==> config.mk <==
export PLATFORM = sky130hd
export DESIGN_NAME = tm1637_frame_sequencer
export DESIGN_NICKNAME = d
export VERILOG_FILES = /design/src/rtl/tm1637_pkg.sv /design/src/rtl/tm1637_frame_sequencer_seg7_hex_encode.sv /design/src/rtl/tm1637_frame_sequencer.sv
export SDC_FILE = /design/constraint.sdc
export NUM_CORES = 1
export LEC_CHECK = 0
export ABC_AREA = 1
export BUFFER_PORTS_ARGS = -buffer_cell sky130_fd_sc_hd__buf_2
export CORE_MARGIN = 10
export CORE_UTILIZATION = 30
export DETAILED_ROUTE_END_ITERATION = 10
export GPL_TIMING_DRIVEN = 1
export SKIP_LAST_GASP = 1
export SLEW_MARGIN = 20
export SYNTH_ARGS = -nofsm -noshare
export SYNTH_HDL_FRONTEND = slang
export SYNTH_SLANG_ARGS = --single-unit
==> constraint.sdc <==
create_clock -name clk -period 2.3 [get_ports clk]
set_input_delay 0.46 -clock clk [delete_from_list [all_inputs] [get_ports clk]]
set_output_delay 0.46 -clock clk [all_outputs]
set_load 0.01 [all_outputs]
==> src/rtl/tm1637_pkg.sv <==
`default_nettype none
// ============================================================================
// tm1637_pkg : shared states, TM1637 command bytes and retry limit
// Rev 1.0
// ============================================================================
package tm1637_pkg;

  typedef enum logic [2:0] {
    ST_IDLE      = 3'd0,
    ST_C1_ISSUE  = 3'd1,
    ST_C1_WAIT   = 3'd2,
    ST_C2_ISSUE  = 3'd3,
    ST_C2_WAIT   = 3'd4,
    ST_C3_ISSUE  = 3'd5,
    ST_C3_WAIT   = 3'd6,
    ST_FRAME_END = 3'd7
  } state_t;

  localparam logic [7:0] CMD_DATA_AUTOINC = 8'h40;
  localparam logic [7:0] CMD_ADDR0        = 8'hC0;
  localparam logic [7:0] CMD_DISP_BASE    = 8'h80;
  localparam int         MAX_RETRIES      = 2;

  function automatic logic is_issue(state_t s);
    return (s == ST_C1_ISSUE) || (s == ST_C2_ISSUE) || (s == ST_C3_ISSUE);
  endfunction

  function automatic logic is_wait(state_t s);
    return (s == ST_C1_WAIT) || (s == ST_C2_WAIT) || (s == ST_C3_WAIT);
  endfunction

  function automatic logic [7:0] disp_ctrl(logic on, logic [2:0] br);
    return CMD_DISP_BASE | {4'b0000, on, br};
  endfunction

endpackage
`default_nettype wire

==> src/rtl/tm1637_frame_sequencer_seg7_hex_encode.sv <==
`default_nettype none
// ============================================================================
// seg7_hex_encode : hex nibble to gfedcba segment byte, bit7 = decimal point
// Rev 1.0
// ============================================================================
module seg7_hex_encode (
  input  logic [3:0] nibble,
  input  logic       dp,
  output logic [7:0] seg
);
  logic [6:0] pattern;

  always_comb begin
    pattern = 7'h00;
    case (nibble)
      4'h0: pattern = 7'h3F;
      4'h1: pattern = 7'h06;
      4'h2: pattern = 7'h5B;
      4'h3: pattern = 7'h4F;
      4'h4: pattern = 7'h66;
      4'h5: pattern = 7'h6D;
      4'h6: pattern = 7'h7D;
      4'h7: pattern = 7'h07;
      4'h8: pattern = 7'h7F;
      4'h9: pattern = 7'h6F;
      4'hA: pattern = 7'h77;
      4'hB: pattern = 7'h7C;
      4'hC: pattern = 7'h39;
      4'hD: pattern = 7'h5E;
      4'hE: pattern = 7'h79;
      4'hF: pattern = 7'h71;
      default: pattern = 7'h00;
    endcase
  end

  assign seg = {dp, pattern};

endmodule
`default_nettype wire

==> src/rtl/tm1637_frame_sequencer.sv <==
`default_nettype none
// ============================================================================
// tm1637_frame_sequencer : runs data-cmd / addr+segments / display-ctrl frames
// through i2c_simple_master. Optional macro: TM_SEQ_RETRY_EN.   Rev 1.0
// ============================================================================
module tm1637_frame_sequencer
  import tm1637_pkg::*;
#(
  parameter int unsigned REFRESH_CYCLES = 0,
  parameter int unsigned TIMEOUT_CYCLES = 65535
) (
  input  logic        clk,
  input  logic        rst_n,
  input  logic [15:0] digits,
  input  logic [3:0]  dp_mask,
  input  logic [2:0]  brightness,
  input  logic        display_on,
  input  logic        update,
  output logic        m_start,
  output logic [7:0]  m_data_array [0:7],
  output logic [2:0]  m_num_bytes,
  input  logic        m_busy,
  input  logic        m_done,
  input  logic        m_ack_error,
  output logic        busy,
  output logic        frame_done,
  output logic        err
);
  localparam logic [31:0] TMO_LAST = 32'(TIMEOUT_CYCLES - 1);
  localparam logic [31:0] REF_LAST = 32'(REFRESH_CYCLES - 1);

  state_t      state_q, state_d;
  logic        issue_ph_q;
  logic        done_seen_q;
  logic        nack_q;
  logic        pending_q;
  logic [31:0] tmo_cnt_q;
  logic [31:0] ref_cnt_q;
  logic [15:0] snap_digits;
  logic [3:0]  snap_dp;
  logic [2:0]  snap_br;
  logic        snap_on;
  logic [7:0]  seg [0:3];

  logic frame_start, attempt_fail, set_err, refresh_expire, load_cmd;
  logic wait_finish, wait_nack, wait_timeout;
`ifdef TM_SEQ_RETRY_EN
  logic [2:0] attempt_q;
`endif

  for (genvar i = 0; i < 4; i++) begin : g_enc
    seg7_hex_encode u_enc (
      .nibble (snap_digits[4*i +: 4]),
      .dp     (snap_dp[i]),
      .seg    (seg[i])
    );
  end

  assign busy       = (state_q != ST_IDLE);
  assign frame_done = (state_q == ST_FRAME_END);
  assign load_cmd   = is_issue(state_d) && !is_issue(state_q);

  assign refresh_expire = (REFRESH_CYCLES != 0) && (state_q == ST_IDLE) &&
                          !pending_q && (ref_cnt_q == REF_LAST);

  always_comb begin
    state_d      = state_q;
    m_start      = 1'b0;
    frame_start  = 1'b0;
    attempt_fail = 1'b0;
    set_err      = 1'b0;
    // Leave WAIT only once the master is idle again so the next start edge is seen.
    wait_finish  = (done_seen_q | m_done) & ~m_busy;
    wait_nack    = nack_q | (m_done & m_ack_error);
    wait_timeout = (tmo_cnt_q == TMO_LAST);
    case (state_q)
      ST_IDLE: begin
        if (pending_q && !m_busy) begin
          state_d     = ST_C1_ISSUE;
          frame_start = 1'b1;
        end
      end
      ST_C1_ISSUE, ST_C2_ISSUE, ST_C3_ISSUE: begin
        if (issue_ph_q) begin
          m_start = 1'b1;
          state_d = state_t'(state_q + 3'd1);
        end
      end
      ST_C1_WAIT, ST_C2_WAIT, ST_C3_WAIT: begin
        if (wait_finish) begin
          if (wait_nack)                  attempt_fail = 1'b1;
          else if (state_q == ST_C1_WAIT) state_d = ST_C2_ISSUE;
          else if (state_q == ST_C2_WAIT) state_d = ST_C3_ISSUE;
          else                            state_d = ST_FRAME_END;
        end else if (wait_timeout) begin
          attempt_fail = 1'b1;
        end
      end
      ST_FRAME_END: state_d = ST_IDLE;
      default:      state_d = ST_IDLE;
    endcase

    if (attempt_fail) begin
`ifdef TM_SEQ_RETRY_EN
      if (attempt_q < 3'(MAX_RETRIES)) begin
        state_d = ST_C1_ISSUE;
      end else begin
        state_d = ST_FRAME_END;
        set_err = 1'b1;
      end
`else
      state_d = ST_FRAME_END;
      set_err = 1'b1;
`endif
    end
  end

  always_ff @(posedge clk or negedge rst_n) begin
    if (!rst_n) begin
      state_q     <= ST_IDLE;
      issue_ph_q  <= 1'b0;
      done_seen_q <= 1'b0;
      nack_q      <= 1'b0;
      pending_q   <= 1'b0;
      tmo_cnt_q   <= '0;
      ref_cnt_q   <= '0;
      snap_digits <= '0;
      snap_dp     <= '0;
      snap_br     <= '0;
      snap_on     <= 1'b0;
      err         <= 1'b0;
      m_num_bytes <= '0;
      for (int i = 0; i < 8; i++) m_data_array[i] <= 8'h00;
`ifdef TM_SEQ_RETRY_EN
      attempt_q   <= '0;
`endif
    end else begin
      state_q    <= state_d;
      // Each ISSUE state spends one cycle with data settled before m_start.
      issue_ph_q <= is_issue(state_q) & ~issue_ph_q;
      pending_q  <= (pending_q & ~frame_start) | update | refresh_expire;

      if (is_wait(state_q)) begin
        tmo_cnt_q   <= tmo_cnt_q + 32'd1;
        done_seen_q <= done_seen_q | m_done;
        nack_q      <= nack_q | (m_done & m_ack_error);
      end else begin
        tmo_cnt_q   <= '0;
        done_seen_q <= 1'b0;
        nack_q      <= 1'b0;
      end

      if (state_q == ST_FRAME_END || refresh_expire)
        ref_cnt_q <= '0;
      else if (state_q == ST_IDLE && !pending_q && REFRESH_CYCLES != 0)
        ref_cnt_q <= ref_cnt_q + 32'd1;

      if (frame_start) begin
        snap_digits <= digits;
        snap_dp     <= dp_mask;
        snap_br     <= brightness;
        snap_on     <= display_on;
        err         <= 1'b0;
`ifdef TM_SEQ_RETRY_EN
        attempt_q   <= '0;
`endif
      end else if (set_err) begin
        err <= 1'b1;
      end

`ifdef TM_SEQ_RETRY_EN
      if (attempt_fail && !set_err) attempt_q <= attempt_q + 3'd1;
`endif

      if (load_cmd) begin
        for (int i = 0; i < 8; i++) m_data_array[i] <= 8'h00;
        case (state_d)
          ST_C1_ISSUE: begin
            m_data_array[0] <= CMD_DATA_AUTOINC;
            m_num_bytes     <= 3'd1;
          end
          ST_C2_ISSUE: begin
            m_data_array[0] <= CMD_ADDR0;
            m_data_array[1] <= seg[0];
            m_data_array[2] <= seg[1];
            m_data_array[3] <= seg[2];
            m_data_array[4] <= seg[3];
            m_num_bytes     <= 3'd5;
          end
          default: begin
            m_data_array[0] <= disp_ctrl(snap_on, snap_br);
            m_num_bytes     <= 3'd1;
          end
        endcase
      end
    end
  end

endmodule
`default_nettype wire

---- Word level (Yosys, flattened, before mapping) ----
Memories as Yosys holds them, arrays and structs flattened.
Cells that the tools add are included.
Widths: inputs -> output; s select.
word-level totals
  register bits after elaboration ......... 107
  latch bits .............................. 0
  memory bits (writable) .................. 0
  ROM bits ................................ 448
  output and inout bits ................... 71
  memories ................................ 4
memories
  memory            depth  width  rd ports  clocked after Yosys merged registers in  write ports  RTL line                                      text
  (name not given)  16     7      1         0                                        0            tm1637_frame_sequencer_seg7_hex_encode.sv:15  case (nibble)
  (name not given)  16     7      1         0                                        0            tm1637_frame_sequencer_seg7_hex_encode.sv:15
  (name not given)  16     7      1         0                                        0            tm1637_frame_sequencer_seg7_hex_encode.sv:15
  (name not given)  16     7      1         0                                        0            tm1637_frame_sequencer_seg7_hex_encode.sv:15
cells by class
  add/sub/neg operators ................... 2
  multipliers ............................. 0
  divide/modulo/power cells ............... 0
  magnitude comparators ................... 0
  equal/unequal tests ..................... 11
  shift operators ......................... 0
  mux-type cells .......................... 25
  bitwise logic cells ..................... 10
  reductions and logical operators ........ 15
operators with widths
  kind                   count
  $mux 32                2
  $add 32x1->32 const B  1
  $eq 32x16->1 const B   1
  $mux 3                 7
  $pmux 8 s2             1
  $eq 3x3->1 const B     5
  $mux 1                 13
  $pmux 3 s4             1
  $eq 3x2->1 const B     3
  $eq 3x1->1 const B     2
  $logic_or 1x1->1       6
  $reduce_or 3->1        2
  $and 1x1->1            4
  $add 3x1->3 const B    1
  $logic_not 3->1        1
  $not 1->1              3
  $or 1x1->1             3
  $reduce_bool 3->1      1
  $logic_and 1x1->1      2
  $logic_not 1->1        2
  $mux 2                 1
  $reduce_bool 2->1      1

---- Depth between registers and ports, before layout ----
  depth after elaboration ................. 11
  depth in mapped cells ................... 14
  gate-level depth less buffers ........... 13

---- Modules after synthesis ----
A second synthesis with hierarchy kept.
unflattened totals
  cells, all modules ...................... 867
  area total of the unflattened synthesis .. 6,538.8 um^2
modules (own cells, without submodules)
  module                  times used  cells an instance  area an instance (um^2)  seq. area each (um^2)
  tm1637_frame_sequencer  1           655                5,427.7                  2,602.5
  seg7_hex_encode         4           53                 277.8                    0.0

---- Worst setup path after synthesis ----
OpenSTA, ideal clock, no wires.
  kind .................................... register to register
  start point ............................. register state_q[0]
  end point ............................... register m_data_array[34] (netlist name)
  library setup time ...................... 117 ps
  data arrival time ....................... 1,967 ps
  slack ................................... 216 ps
  stages on the path, launching flop included .. 14
  buffers on the path ..................... 1
  clock period less this slack ............ 2,084 ps
  cell sequence ........................... dfrtp_1 > ha_1 > ha_1 > inv_1 > nand2_1 > nor2_1 > nand2_1 > nand3_2 > nand2_4 > nor2_4 > nand4_4 > buf_4 > nand3_2 > nand2_1
on the way
  longest elaborated chain between the ends .. 11
RTL lines
  element                                   RTL line                                                    text
  from (decl)                               tm1637_frame_sequencer.sv:32                                state_t state_q, state_d;
  from (signal assigned)                    tm1637_frame_sequencer.sv:138                               state_q <= state_d;
  $eq 3x3->1                                tm1637_frame_sequencer.sv:76, tm1637_frame_sequencer.sv:93
  $mux 2                                    tm1637_frame_sequencer.sv:93                                else if (state_q == ST_C2_WAIT) state_d = ST_C3_ISSUE;
  $mux 3                                    tm1637_frame_sequencer.sv:92                                else if (state_q == ST_C1_WAIT) state_d = ST_C2_ISSUE;
  $mux 3                                    tm1637_frame_sequencer.sv:91                                if (wait_nack) attempt_fail = 1'b1;
  $mux 3                                    tm1637_frame_sequencer.sv:90                                if (wait_finish) begin
  $pmux 3 s4                                tm1637_frame_sequencer.sv:76                                case (state_q)
  $mux 3                                    tm1637_frame_sequencer.sv:103                               if (attempt_fail) begin
  $eq 3x1->1 or $eq 3x2->1 (tied branches)  tm1637_pkg.sv:25, tm1637_frame_sequencer.sv:177
  $logic_or 1x1->1 (2 in series)            tm1637_pkg.sv:25                                            return (s == ST_C1_ISSUE) || (s == ST_C2_ISSUE) || (s == ST_C3_ISSUE);
  $logic_and 1x1->1                         tm1637_frame_sequencer.sv:61                                assign load_cmd = is_issue(state_d) && !is_issue(state_q);
  to (decl)                                 tm1637_frame_sequencer.sv:20                                output logic [7:0] m_data_array [0:7],
Parallel ways exist; a longest one is shown, timed or not.
A chain may end at the register's enable or synchronous reset.

---- Worst setup path after layout ----
  start point ............................. register state_q[0]
  end point ............................... register m_data_array[43] (netlist name)
The elaborated chain is that of the path after synthesis.

==> results_dict.tcl <==
set metrics [dict create \
    worst_setup_path_end_kind "flip-flop" \
    final_report_setup_violation_count 0 \
    pin_count_of_the_biggest_net_entering_global_routing 42 \
    ctsLongestPathBuffers 2 \
    hold_slack_ns 0.118 \
    cts_root_buffer "clkbuf_16" \
    dieArea_mm2 0.0267 \
    ant_nets 0 \
    finalPower_uw 9660 \
    crit-reg2reg-launch "state_q[0]" \
    portion_of_the_clock_cycle_consumed_by_the_worst_path_in_the_final_layout_pct 93.5 \
    layout_cell_share_with_drive_strength_beyond_1_pct 17.3 \
    maxCapViolations 0 \
    numCtsBuffers 9 \
    layout_commonest_cell "nand2_1" \
    num_antenna_cells 0 \
    skew_ns 0.00915 \
    insertion_delay_ns 0.35 \
    globalplace.congestion 0.877 \
    hold_path.class "in2async" \
    syn-instance-count 774 \
    clkTransAtPathRegs_ns 0.07 \
    crit_path_max_fanout 12 \
    leakagePower_uw 0.00348 \
    timing.critical_path.required_ns 2.54 \
    ctsHtreeMaxLevel 3 \
    synth-seq-area-share_pct 42.2 \
    place.port_buffers 73 \
    slew_viol_final 0 \
    antenna_violations_before_repair 0 \
    worst_ir_drop_vdd_mv 0.764 \
    max_freq_mhz 465 \
    postPlaceCellArea_mm2 0.00679 \
    pwr_density_cell_mw_per_mm2 1360 \
    netlist_area_mm2 0.00616 \
    first_pass_iters 5 \
    final.min_clock_period_ns 2.15 \
    globalRouteTotalUtil_pct 12.0 \
    timing.max_slew.rel_slack_pct 58.9 \
    stdcell_count 1122 \
    average_wire_per_cell_in_the_routed_design_um 14.3 \
    final_design_area_no_fill_mm2 0.00713 \
    dp.cells 1104 \
    final_cell_mix "nand2_1 (188), dfrtp_1 (104), nor2_1 (76), buf_2 (72), inv_1 (64)" \
    avgSynthCellArea_um2 7.96 \
    cts_tree "built" \
    grt_first_pass_wirelength_mm 26.1 \
    floorplan.core_area_mm2 0.0202 \
    totalWireLength_mm 16.0 \
    initialDrtViolationCount 330 \
    cp-start-kind "flip-flop" \
    final_net_count 908 \
    critPathArrivalTime_ns 2.39 \
    count_of_unique_library_cells_instantiated_by_yosys 45 \
    area_growth_syn_to_layout_pct 15.7 \
    run_status "finished clean" \
    worstMarginPinSlew_ns 0.611 \
    design.portCount 101 \
    number_of_global_route_vias_before_repair 5099 \
    tritoncts_num_sinks 104 \
    worst_setup_path_startpoint "state_q[0]" \
    ys.warnings.count 0 \
    via_per_inst 4.66 \
    finalHoldViolCount 0 \
    globalRoute.totalOverflow 0 \
    cts-hold-fix-buffers 0 \
    die_height_um 163 \
    timing_worst_setup_path_type "reg2reg" \
    effective_utilization_at_floorplan_pct 30.5 \
    placement_rows 52 \
    detailroute.via_count 5234 \
    place_hpwl_mm 11.9 \
    yosys_register_bits 104 \
    die-width_um 163 \
    drc 0 \
]
-- final cells by class --
class,count,area [µm²]
Fill cell,2138,13100
Multi-Input combinational cell,569,3030
Sequential cell,104,2600
Timing Repair Buffer,94,617
Tap cell,270,338
Inverter,70,270
Clock buffer,9,225
Clock inverter,6,45.0
-- sequential cells by signal, summed over array words and instances (netlist names) --
name          count
state_q           3
issue_ph_q        1
pending_q         1
tmo_cnt_q        32
snap_digits      16
err               1
m_data_array     38
m_num_bytes       2
snap_dp           4
snap_br           3
nack_q            1
done_seen_q       1
snap_on           1
-- metal layers --
| layer | global-route usage [%] | part of all wire, % |
|---|---|---|
| met4 | 2.95 | 0.92 |
| met2 | 19.6 | 49 |
| met1 | 15.2 | 45 |
| met5 | 0 | 0 |
| met3 | 3.25 | 5.2 |
-- where the power goes --
part           internal, µW  switching [µW]  total, µW
clock                   737             713       1450
sequential             2350             459       2810
combinational          1920            3480       5400
-- path summary, 6_finish.rpt --
path                       slack, ns  cells after the start                to
setup reg to reg                0.15                     13  m_data_array[43]
setup / recovery                0.15                     13  m_data_array[43]
hold / removal                  0.12                      1      tmo_cnt_q[5]
hold reg to reg                 0.48                      2           snap_on
min in group clk                0.31                      3    snap_digits[9]
max in group asynchronous       1.55                      2        snap_br[2]
-- cell families (layout without fill, tap and decap cells) --
family	count (synthesis)	count (layout)	synth area share (%)
xor gates and xnor gates	8	8	1.14
and+or+nand+nor	407	407	31.2
buffers and inverters	127	179	10.4
adders and majority gates	30	30	6.09
other	1	27	0.0609
AOI/OAI and AO/OA	97	97	8.79
DFF	104	104	42.2
-- synthesized netlist by cell type (all sizes together) --
cell	count	area share, %
nor3	14	1.2
xor2	6	0.85
xnor2	2	0.28
clkinv	1	0.061
nor2	81	5.2
o21bai	1	0.12
nand2	194	12
conb	1	0.061
ha	30	6.1
nand3	62	6.3
o21a	2	0.24
inv	69	4.2
nor3b	4	0.57
a31oi	9	0.91
o221ai	1	0.14
a211oi	1	0.12
dfrtp	104	42
and2	1	0.10
nand4	46	4.9
clkbuf	11	0.67
nor4	4	0.51
o21ai	47	3.8
nand3b	1	0.12
o22ai	3	0.30
a21oi	30	2.7
o211ai	3	0.45
buf	46	5.5
-- metrics by stage --
stage                     worst slack, ns  setup TNS [ns]  utilization (%)
after floorplan                     0.216               0                -
after global placement              0.107               0             33.5
after detailed placement           0.0454               0             33.5
after CTS                          0.0319               0             34.9
after global routing              -0.0125         -0.0674             35.2
final                               0.150               0             35.2
-- worst max-delay path, cell delays in order (launching register included) --
cell and delay [ns]:
dfrtp_1 0.38, ha_2 0.19, ha_1 0.19, inv_1 0.09, nand2_2 0.09, nor2_4 0.12
nand2_1 0.09, nand3_2 0.09, nand2_4 0.08, nor2_4 0.14, nand4_4 0.22, buf_12 0.23
nand3_1 0.06, nand2_1 0.06
-- repair_timing --
| action | 4_1_cts | 5_1_grt |
|---|---|---|
| hold endpoints to repair | 0 | 0 |
| resized for setup | 0 | 11 |
| setup buffers | 0 | 1 |
| setup endpoints to repair | 0 | 40 |
No activity file was read; power rests on OpenSTA's default activity.
